===== src/rtl/pixel_row_tx.sv =====
// rtl/pixel_row_tx.sv - row-to-bus pixel transmitter with frame/row markers
// Optional feature macro: PIXEL_TX_PARITY_EN adds out_parity (XOR of out_data).
module pixel_row_tx #(
  parameter int PIXEL_ARRAY_HEIGHT = 3,
  parameter int PIXEL_ARRAY_WIDTH  = 24,
  parameter int PIXEL_BITS         = 8,
  parameter int OUTPUT_BUS_WIDTH   = 8,
  parameter int BEATS              = PIXEL_ARRAY_WIDTH / OUTPUT_BUS_WIDTH
) (
  input  logic                                     clk,
  input  logic                                     reset,
  input  logic                                     row_valid,
  output logic                                     row_ready,
  input  logic [PIXEL_ARRAY_WIDTH*PIXEL_BITS-1:0]  row_data,
  output logic                                     out_valid,
  input  logic                                     out_ready,
  output logic [OUTPUT_BUS_WIDTH*PIXEL_BITS-1:0]   out_data,
  output logic                                     out_sof,
  output logic                                     out_eol,
  output logic                                     out_eof,
  output logic [15:0]                              frame_count
`ifdef PIXEL_TX_PARITY_EN
  , output logic                                   out_parity
`endif
);

  localparam int ROW_W  = PIXEL_ARRAY_WIDTH * PIXEL_BITS;
  localparam int BEAT_W = OUTPUT_BUS_WIDTH * PIXEL_BITS;
  localparam int BW     = (BEATS > 1) ? $clog2(BEATS) : 1;
  localparam int RW     = (PIXEL_ARRAY_HEIGHT > 1) ? $clog2(PIXEL_ARRAY_HEIGHT) : 1;
  localparam logic [BW-1:0] LAST_BEAT = BW'(BEATS - 1);
  localparam logic [RW-1:0] LAST_ROW  = RW'(PIXEL_ARRAY_HEIGHT - 1);

  typedef enum logic {IDLE, SEND} state_t;

  state_t              state_q, state_d;
  logic [BW-1:0]       beat_q, beat_d;
  logic [RW-1:0]       row_q, row_d;
  logic [15:0]         frame_count_q, frame_count_d;
  logic [ROW_W-1:0]    buf_q, buf_d;
  logic                out_valid_q, out_valid_d;
  logic [BEAT_W-1:0]   out_data_q, out_data_d;
  logic                out_sof_q, out_sof_d;
  logic                out_eol_q, out_eol_d;
  logic                out_eof_q, out_eof_d;

  logic                accept;
  logic                fire;
  logic                last_beat;
  logic [RW-1:0]       row_next;

  function automatic logic [BEAT_W-1:0] beat_slice(input logic [ROW_W-1:0] r,
                                                   input logic [BW-1:0]    idx);
    return r[int'(idx)*BEAT_W +: BEAT_W];
  endfunction

  // Only combinational output: a row can enter while idle, or in the same
  // cycle the last beat of the current row is taken by the consumer.
  assign last_beat = (beat_q == LAST_BEAT);
  assign row_ready = (state_q == IDLE) || ((state_q == SEND) && last_beat && out_ready);
  assign accept    = row_valid && row_ready;
  assign fire      = out_valid_q && out_ready;
  assign row_next  = (row_q == LAST_ROW) ? '0 : row_q + RW'(1);

  // Next-state, position tracking and next registered beat contents.
  always_comb begin
    state_d       = state_q;
    beat_d        = beat_q;
    row_d         = row_q;
    frame_count_d = frame_count_q;
    buf_d         = buf_q;
    out_valid_d   = out_valid_q;
    out_data_d    = out_data_q;
    out_sof_d     = out_sof_q;
    out_eol_d     = out_eol_q;
    out_eof_d     = out_eof_q;

    case (state_q)
      IDLE: begin
        if (accept) begin
          state_d     = SEND;
          buf_d       = row_data;
          beat_d      = '0;
          out_valid_d = 1'b1;
          out_data_d  = beat_slice(row_data, '0);
          out_sof_d   = (row_q == '0);
          out_eol_d   = (LAST_BEAT == '0);
          out_eof_d   = out_eol_d && (row_q == LAST_ROW);
        end
      end
      SEND: begin
        if (fire) begin
          if (last_beat) begin
            row_d  = row_next;
            beat_d = '0;
            if (row_q == LAST_ROW) begin
              frame_count_d = frame_count_q + 16'd1;
            end
            if (accept) begin
              buf_d       = row_data;
              out_data_d  = beat_slice(row_data, '0);
              out_sof_d   = (row_next == '0);
              out_eol_d   = (LAST_BEAT == '0);
              out_eof_d   = out_eol_d && (row_next == LAST_ROW);
            end else begin
              // Data is left as-is while idle; only valid and markers drop.
              state_d     = IDLE;
              out_valid_d = 1'b0;
              out_sof_d   = 1'b0;
              out_eol_d   = 1'b0;
              out_eof_d   = 1'b0;
            end
          end else begin
            beat_d     = beat_q + BW'(1);
            out_data_d = beat_slice(buf_q, beat_d);
            out_sof_d  = 1'b0;
            out_eol_d  = (beat_d == LAST_BEAT);
            out_eof_d  = out_eol_d && (row_q == LAST_ROW);
          end
        end
      end
      default: begin
        state_d = IDLE;
      end
    endcase
  end

  // State and registered outputs; reset discards any partial row.
  always_ff @(posedge clk or negedge reset) begin
    if (!reset) begin
      state_q       <= IDLE;
      beat_q        <= '0;
      row_q         <= '0;
      frame_count_q <= '0;
      buf_q         <= '0;
      out_valid_q   <= 1'b0;
      out_data_q    <= '0;
      out_sof_q     <= 1'b0;
      out_eol_q     <= 1'b0;
      out_eof_q     <= 1'b0;
    end else begin
      state_q       <= state_d;
      beat_q        <= beat_d;
      row_q         <= row_d;
      frame_count_q <= frame_count_d;
      buf_q         <= buf_d;
      out_valid_q   <= out_valid_d;
      out_data_q    <= out_data_d;
      out_sof_q     <= out_sof_d;
      out_eol_q     <= out_eol_d;
      out_eof_q     <= out_eof_d;
    end
  end

  assign out_valid   = out_valid_q;
  assign out_data    = out_data_q;
  assign out_sof     = out_sof_q;
  assign out_eol     = out_eol_q;
  assign out_eof     = out_eof_q;
  assign frame_count = frame_count_q;

`ifdef PIXEL_TX_PARITY_EN
  logic out_parity_q, out_parity_d;

  assign out_parity_d = ^out_data_d;

  // Parity travels with out_data so it holds under backpressure as well.
  always_ff @(posedge clk or negedge reset) begin
    if (!reset) begin
      out_parity_q <= 1'b0;
    end else begin
      out_parity_q <= out_parity_d;
    end
  end

  assign out_parity = out_parity_q;
`endif

endmodule


===== config.mk =====
export PLATFORM = sky130hd
export DESIGN_NAME = pixel_row_tx
export DESIGN_NICKNAME = d
export VERILOG_FILES = /design/src/rtl/pixel_row_tx.sv
export SDC_FILE = /design/constraint.sdc
export NUM_CORES = 1
export LEC_CHECK = 0
export ABC_AREA = 1
export BUFFER_PORTS_ARGS = -buffer_cell sky130_fd_sc_hd__buf_4
export CAP_MARGIN = 0
export CORE_ASPECT_RATIO = 0.75
export CORE_MARGIN = 10
export CORE_UTILIZATION = 40
export CTS_CLUSTER_SIZE = 25
export DETAILED_ROUTE_END_ITERATION = 10
export MAX_ROUTING_LAYER = met4
export PLACE_DENSITY = 0.68
export SKIP_LAST_GASP = 1
export SYNTH_ARGS = -nofsm -noshare
export SYNTH_HDL_FRONTEND = slang
export SYNTH_SLANG_ARGS = --single-unit

===== constraint.sdc =====
create_clock -name clk -period 1.9 [get_ports clk]
set_clock_uncertainty 0.1 [all_clocks]
set_input_delay 0 -clock clk [delete_from_list [all_inputs] [get_ports clk]]
set_output_delay 0 -clock clk [all_outputs]
set_load 0.01 [all_outputs]

Word level (Yosys, flattened, before mapping)
Index checks and enable logic that the tools add are counted. W data, S select, Z words.

Output and inout bits: 85. Register bits: 281. Word-level logic and storage cells: 69. Bits of input ports: 196.

Reductions and logical operators: 13. Multiplexer cells: 34. Equality and inequality tests: 7. Add/subtract/negate cells: 3. Shifts and indexed selects: 1. Bitwise logic cells: 1.

Operators by type and width (number): $mux W192 (3); $pmux W192 S2 (1); $mux W64 (3); $shiftx A192 B9 Y64 (1); $pmux W64 S2 (1); $add A16 B1 Y16 const B (1); $mux W1 (16); $pmux W1 S2 (5); $mux W2 (4); $reduce_and A4 Y1 (2); $eq A2 B2 Y1 const B (3); $logic_and A1 B1 Y1 (5); $add A2 B1 Y2 const B (2); $logic_not A2 Y1 (2); $ne A2 B1 Y1 const B (2); $ne A2 B2 Y1 const B (2); $pmux W2 S2 (1); $reduce_and A2 Y1 (2); $reduce_and A3 Y1 (1); $logic_or A1 B1 Y1 (1); $not A1 Y1 (1).

Longest topological paths before layout
Depth after elaboration: 9. Gate-level depth with buffers: 13. Gate-level depth less buffers: 9.

Least setup slack after synthesis
Ideal clock, no wire load.

Kind: reg-to-reg. Start point: register beat_q[0]. End point: register beat_q[0]. Arrival time: 1.797 ns. Path buffers: 2. Period minus slack after synthesis: 2.025 ns. Setup time: 0.128 ns. Cell stages (with the launch flop): 10. Path slack: -0.125 ns. Path through: dfrtp_1 -> buf_2 -> inv_1 -> buf_2 -> ha_1 -> inv_1 -> o21ai_0 -> nand3_1 -> nand2_1 -> o21ai_0.

Word-level cells in the longest chain between the ends: 7. Elaborated cells on any way between the ends: 11.

Ends and longest elaborated chain: start: declaration (line 37) `logic [BW-1:0] beat_q, beat_d;`; start signal: assignment (line 143) `beat_q <= beat_d;`; $eq A2 B2 Y1 (line 59) `assign last_beat = (beat_q == LAST_BEAT);`; $logic_and A1 B1 Y1 (2 in a row) (line 60) `assign row_ready = (state_q == IDLE) || ((state_q == SEND) && last_beat && out_ready);`; $logic_or A1 B1 Y1 (line 60); named net row_ready (line 13) `output logic row_ready,`; $logic_and A1 B1 Y1 (line 61) `assign accept = row_valid && row_ready;`; $ne A2 B2 Y1 (no line); $reduce_and A2 Y1 (no line).

The timed path passes the listed nets, and every way through them passes these cells. The select of a mux whose other input is x is not followed. A chain may end at the register's enable or synchronous reset.

Worst setup path after layout
Start point: register beat_q[0]. End point: register buf_q[1].

Word-level cells in the longest chain between the ends: 9. Elaborated cells on any way between the ends: 11.

Ends and longest elaborated chain: $eq A2 B2 Y1 (*) (line 59); $logic_and A1 B1 Y1 (2 in a row) (line 60); $logic_or A1 B1 Y1 (line 60); $logic_and A1 B1 Y1 (line 61); $mux W192 (3 in a row); $pmux W192 S2; end signal: assignment (line 146) `buf_q <= buf_d;`; end: declaration (line 40) `logic [ROW_W-1:0] buf_q, buf_d;`.

Mark *: on every way between the ends. The rest lies on a longest branch, timed or not. The select of a mux whose other input is x is not followed.

==> out/metrics.yaml <==
post-synth-top-count-cell: "nand2_1"
critPathMaxStageDelay_ns: 0.49
gp_congestion: 0.840
finalMaxSlewViolations: 0
clk_latency_ns: 0.57
std_cell_rows: 58
cts_max_level: 1
yosysTopAreaCell: "dfrtp_1"
rsz0062_at_grt: "yes"
synth_area_mm2: 0.0136
drt-wirelength-per-cell_um: 20.8
grt_usage_pct: 24.0
hold_viol: 0
outcome: "complete, but fails checks"
synth_top_family_by_area: "simple AND/OR/NAND/NOR gates"
synth_cell_types: 27
clockBufferDepth: 3
avgSynthCellArea_um2: 7.67
overflow: 0
worstSetupPathType: "register to register"
worst_pin_slew_ns: 0.463
num_io_pins: 281
slew-limit-headroom_pct: 69.1
die_x_um: 233
synth_edf_count: 0
viasPerCell: 5.43
cp.buffers_inverters: 5
synth_top_area_share_pct: 51.5
crit_chain: "clkinv_4, ha_4, inv_4, nand2_4, nand3_4, nor2_4, buf_12, buf_12, clkbuf_16, nand2_2, nand2_2"
synth_fa_ha_area_share_pct: 0.368
synthTopCellsByArea: "dfrtp_1 (52%), nand2_1 (23%), nand3_1 (7.4%), nand4_1 (2.9%), o211ai_1 (2.3%)"
synth_seq_cells: 280
fin_area_mm2: 0.0204
cp_max_fo: 8
critical_path_required_ns: 2.31
violations: "setup timing"
clock_sinks: 280
p_total_w: 0.0130
async_flop_share_pct: 100
fin_util_pct: 61.0
post-route-drc-count: 0
cp_top_family: "buffers and inverters"
grt_pass1_wl_um: 78900
synth_common_cells: "nand2_1 (832), dfrtp_1 (280), nand3_1 (201), inv_1 (67), nand4_1 (64)"
die_h_um: 180
tns_ns: -0.0381
layout-drive-gt1-share_pct: 21.2
routed_wl_um: 56900
placed_area_mm2: 0.0163
synth_compound_area_share_pct: 5.24
cts_inserted_buffers: 30
fmax_mhz: 524
first_pass_iters: 5
grt_pass1_vias: 14166
layout.nets: 2454
synthesis.nets: 1974
synth-simple-area-share_pct: 35.6
holdWs_ns: 0.0702
fin_ws_ns: -0.00960
port-buffer-count: 280
core_area_mm2: 0.0335
syn_inst: 1774
cpMaxStageDelayCell: "dfrtp_4"
power.density_mw_per_mm2: 633
fin_crit_sh_pct: 101
rrSetupSlack_ns: -0.01
synth_xor_xnor_area_share_pct: 0.515
yosys-mux-area-fraction_pct: 0
die_area_mm2: 0.0419
start_util_pct: 40.6
antenna_found_initial: 11
ys_warn_count: 0
grt_max_degree: 74
final-setup-viol-count: 10
maxCapViolations: 0
clk_pin_slew_worst_paths_ns: 0.07
ys_seq_area_share_pct: 51.5
startpoint_type: "register"
arrival_ns: 2.32
vdd_drop_max_v: 0.000523
postRouteAntennaNets: 0
cts_tree: "built"
end_kind: "register"
root_buffer: "clkbuf_16"
hp-class: "primary input to register"
syn_to_final_growth_pct: 50.3
hpwl_um: 29600
synth_flop_cell: "dfrtp_1"
vias: 14856
power.leakage_nw: 10.3
drt_iter0_drc: 1842
period_needed_ns: 1.91
-- path summary, 6_finish.rpt --
| kind | from | to | cells past startpoint |
|---|---|---|---|
| hold / removal | row_data[137] | buf_q[137] | 4 |
| hold reg to reg | buf_q[9] | buf_q[9] | 2 |
| min in group asynchronous | reset | frame_count[10] | 3 |
| setup / recovery | beat_q[0] | buf_q[1] | 11 |
| setup reg to reg | beat_q[0] | buf_q[1] | 11 |
| max in group asynchronous | reset | out_data[47] | 4 |
-- kinds of logic after synthesis --
kind of cell	Yosys count
XOR/XNOR	8
buffers and inverters	196
flip-flops	280
AND/OR/NAND/NOR	1165
adder cells (fa/ha/maj)	4
AO/OA/AOI/OAI	121
-- metal layers --
metal  vias to the layer above  GRT usage [%]  wire [um]
li1                       6696              -          -
met1                      7055           30.2      22600
met2                       901           38.2      26800
met3                       204           3.92       5030
met4                         0           8.89       2420
met5                         -              -          0
-- placed cells by master, fill, tap and decap left out, drive strengths merged, types with 2 or more instances in the layout --
cell type and instances:
nand2 833, buf 350, dfrtp 280, nand3 202, dlygate4sd3 196, o21ai 75
inv 73, clkbuf 67, nand4 64, nor2 62, o211ai 41, diode 11
clkinv 6, o22ai 4, xor2 4, xnor2 4, ha 4, bufinv 3
nand3b 2
-- area by class of cell --
| class | count | area (um2) |
|---|---|---|
| fill | 2800 | 13100 |
| timing repair inverter | 2 | 22.5 |
| timing repair buffer | 568 | 5630 |
| multi-input combinational | 1298 | 5890 |
| antenna | 11 | 27.5 |
| clock buffer | 45 | 868 |
| inverter | 74 | 324 |
| sequential | 280 | 7010 |
| tap | 450 | 563 |
| clock inverter | 7 | 113 |
-- stage by stage --
stage,setup slack (ns),std cells
2_1_floorplan,0.0460,1774
3_3_place_gp,-0.0137,2432
3_5_place_dp,-0.0681,2432
4_1_cts,-0.0220,2688
5_1_grt,-0.0743,2735
6_report,-0.00960,2735
-- registers in the layout (all words and copies together), names as in the netlist --
signal	count
beat_q	1
row_q	2
state_q	1
frame_count	16
out_eol	1
out_eof	1
out_data	64
buf_q	192
out_sof	1
out_valid	1
-- worst min-delay path, delay by kind of cell --
| family | cells | cell delay [ns] |
|---|---|---|
| buf+inv | 2 | 0.62 |
| simple gates | 2 | 0.09 |
-- report_power, final --
part / internal, W / total, W / switching (W)
sequential: 0.00596 / 0.00596 / 0
combinational: 0.000544 / 0.000936 / 0.000392
clock: 0.00353 / 0.00606 / 0.00252
total: 0.0100 / 0.0130 / 0.00292
-- repair_timing --
item | CTS | global route
hold buffers | 196 | 0
gates cloned | 2 | 32
endpoints found under the hold margin | 542 | 0
pin swaps | 0 | 25
gates resized for setup | 8 | 86
setup buffers | 6 | 4
setup endpoints to repair | 195 | 241
Note: power is estimated with default switching activity, not from simulation.
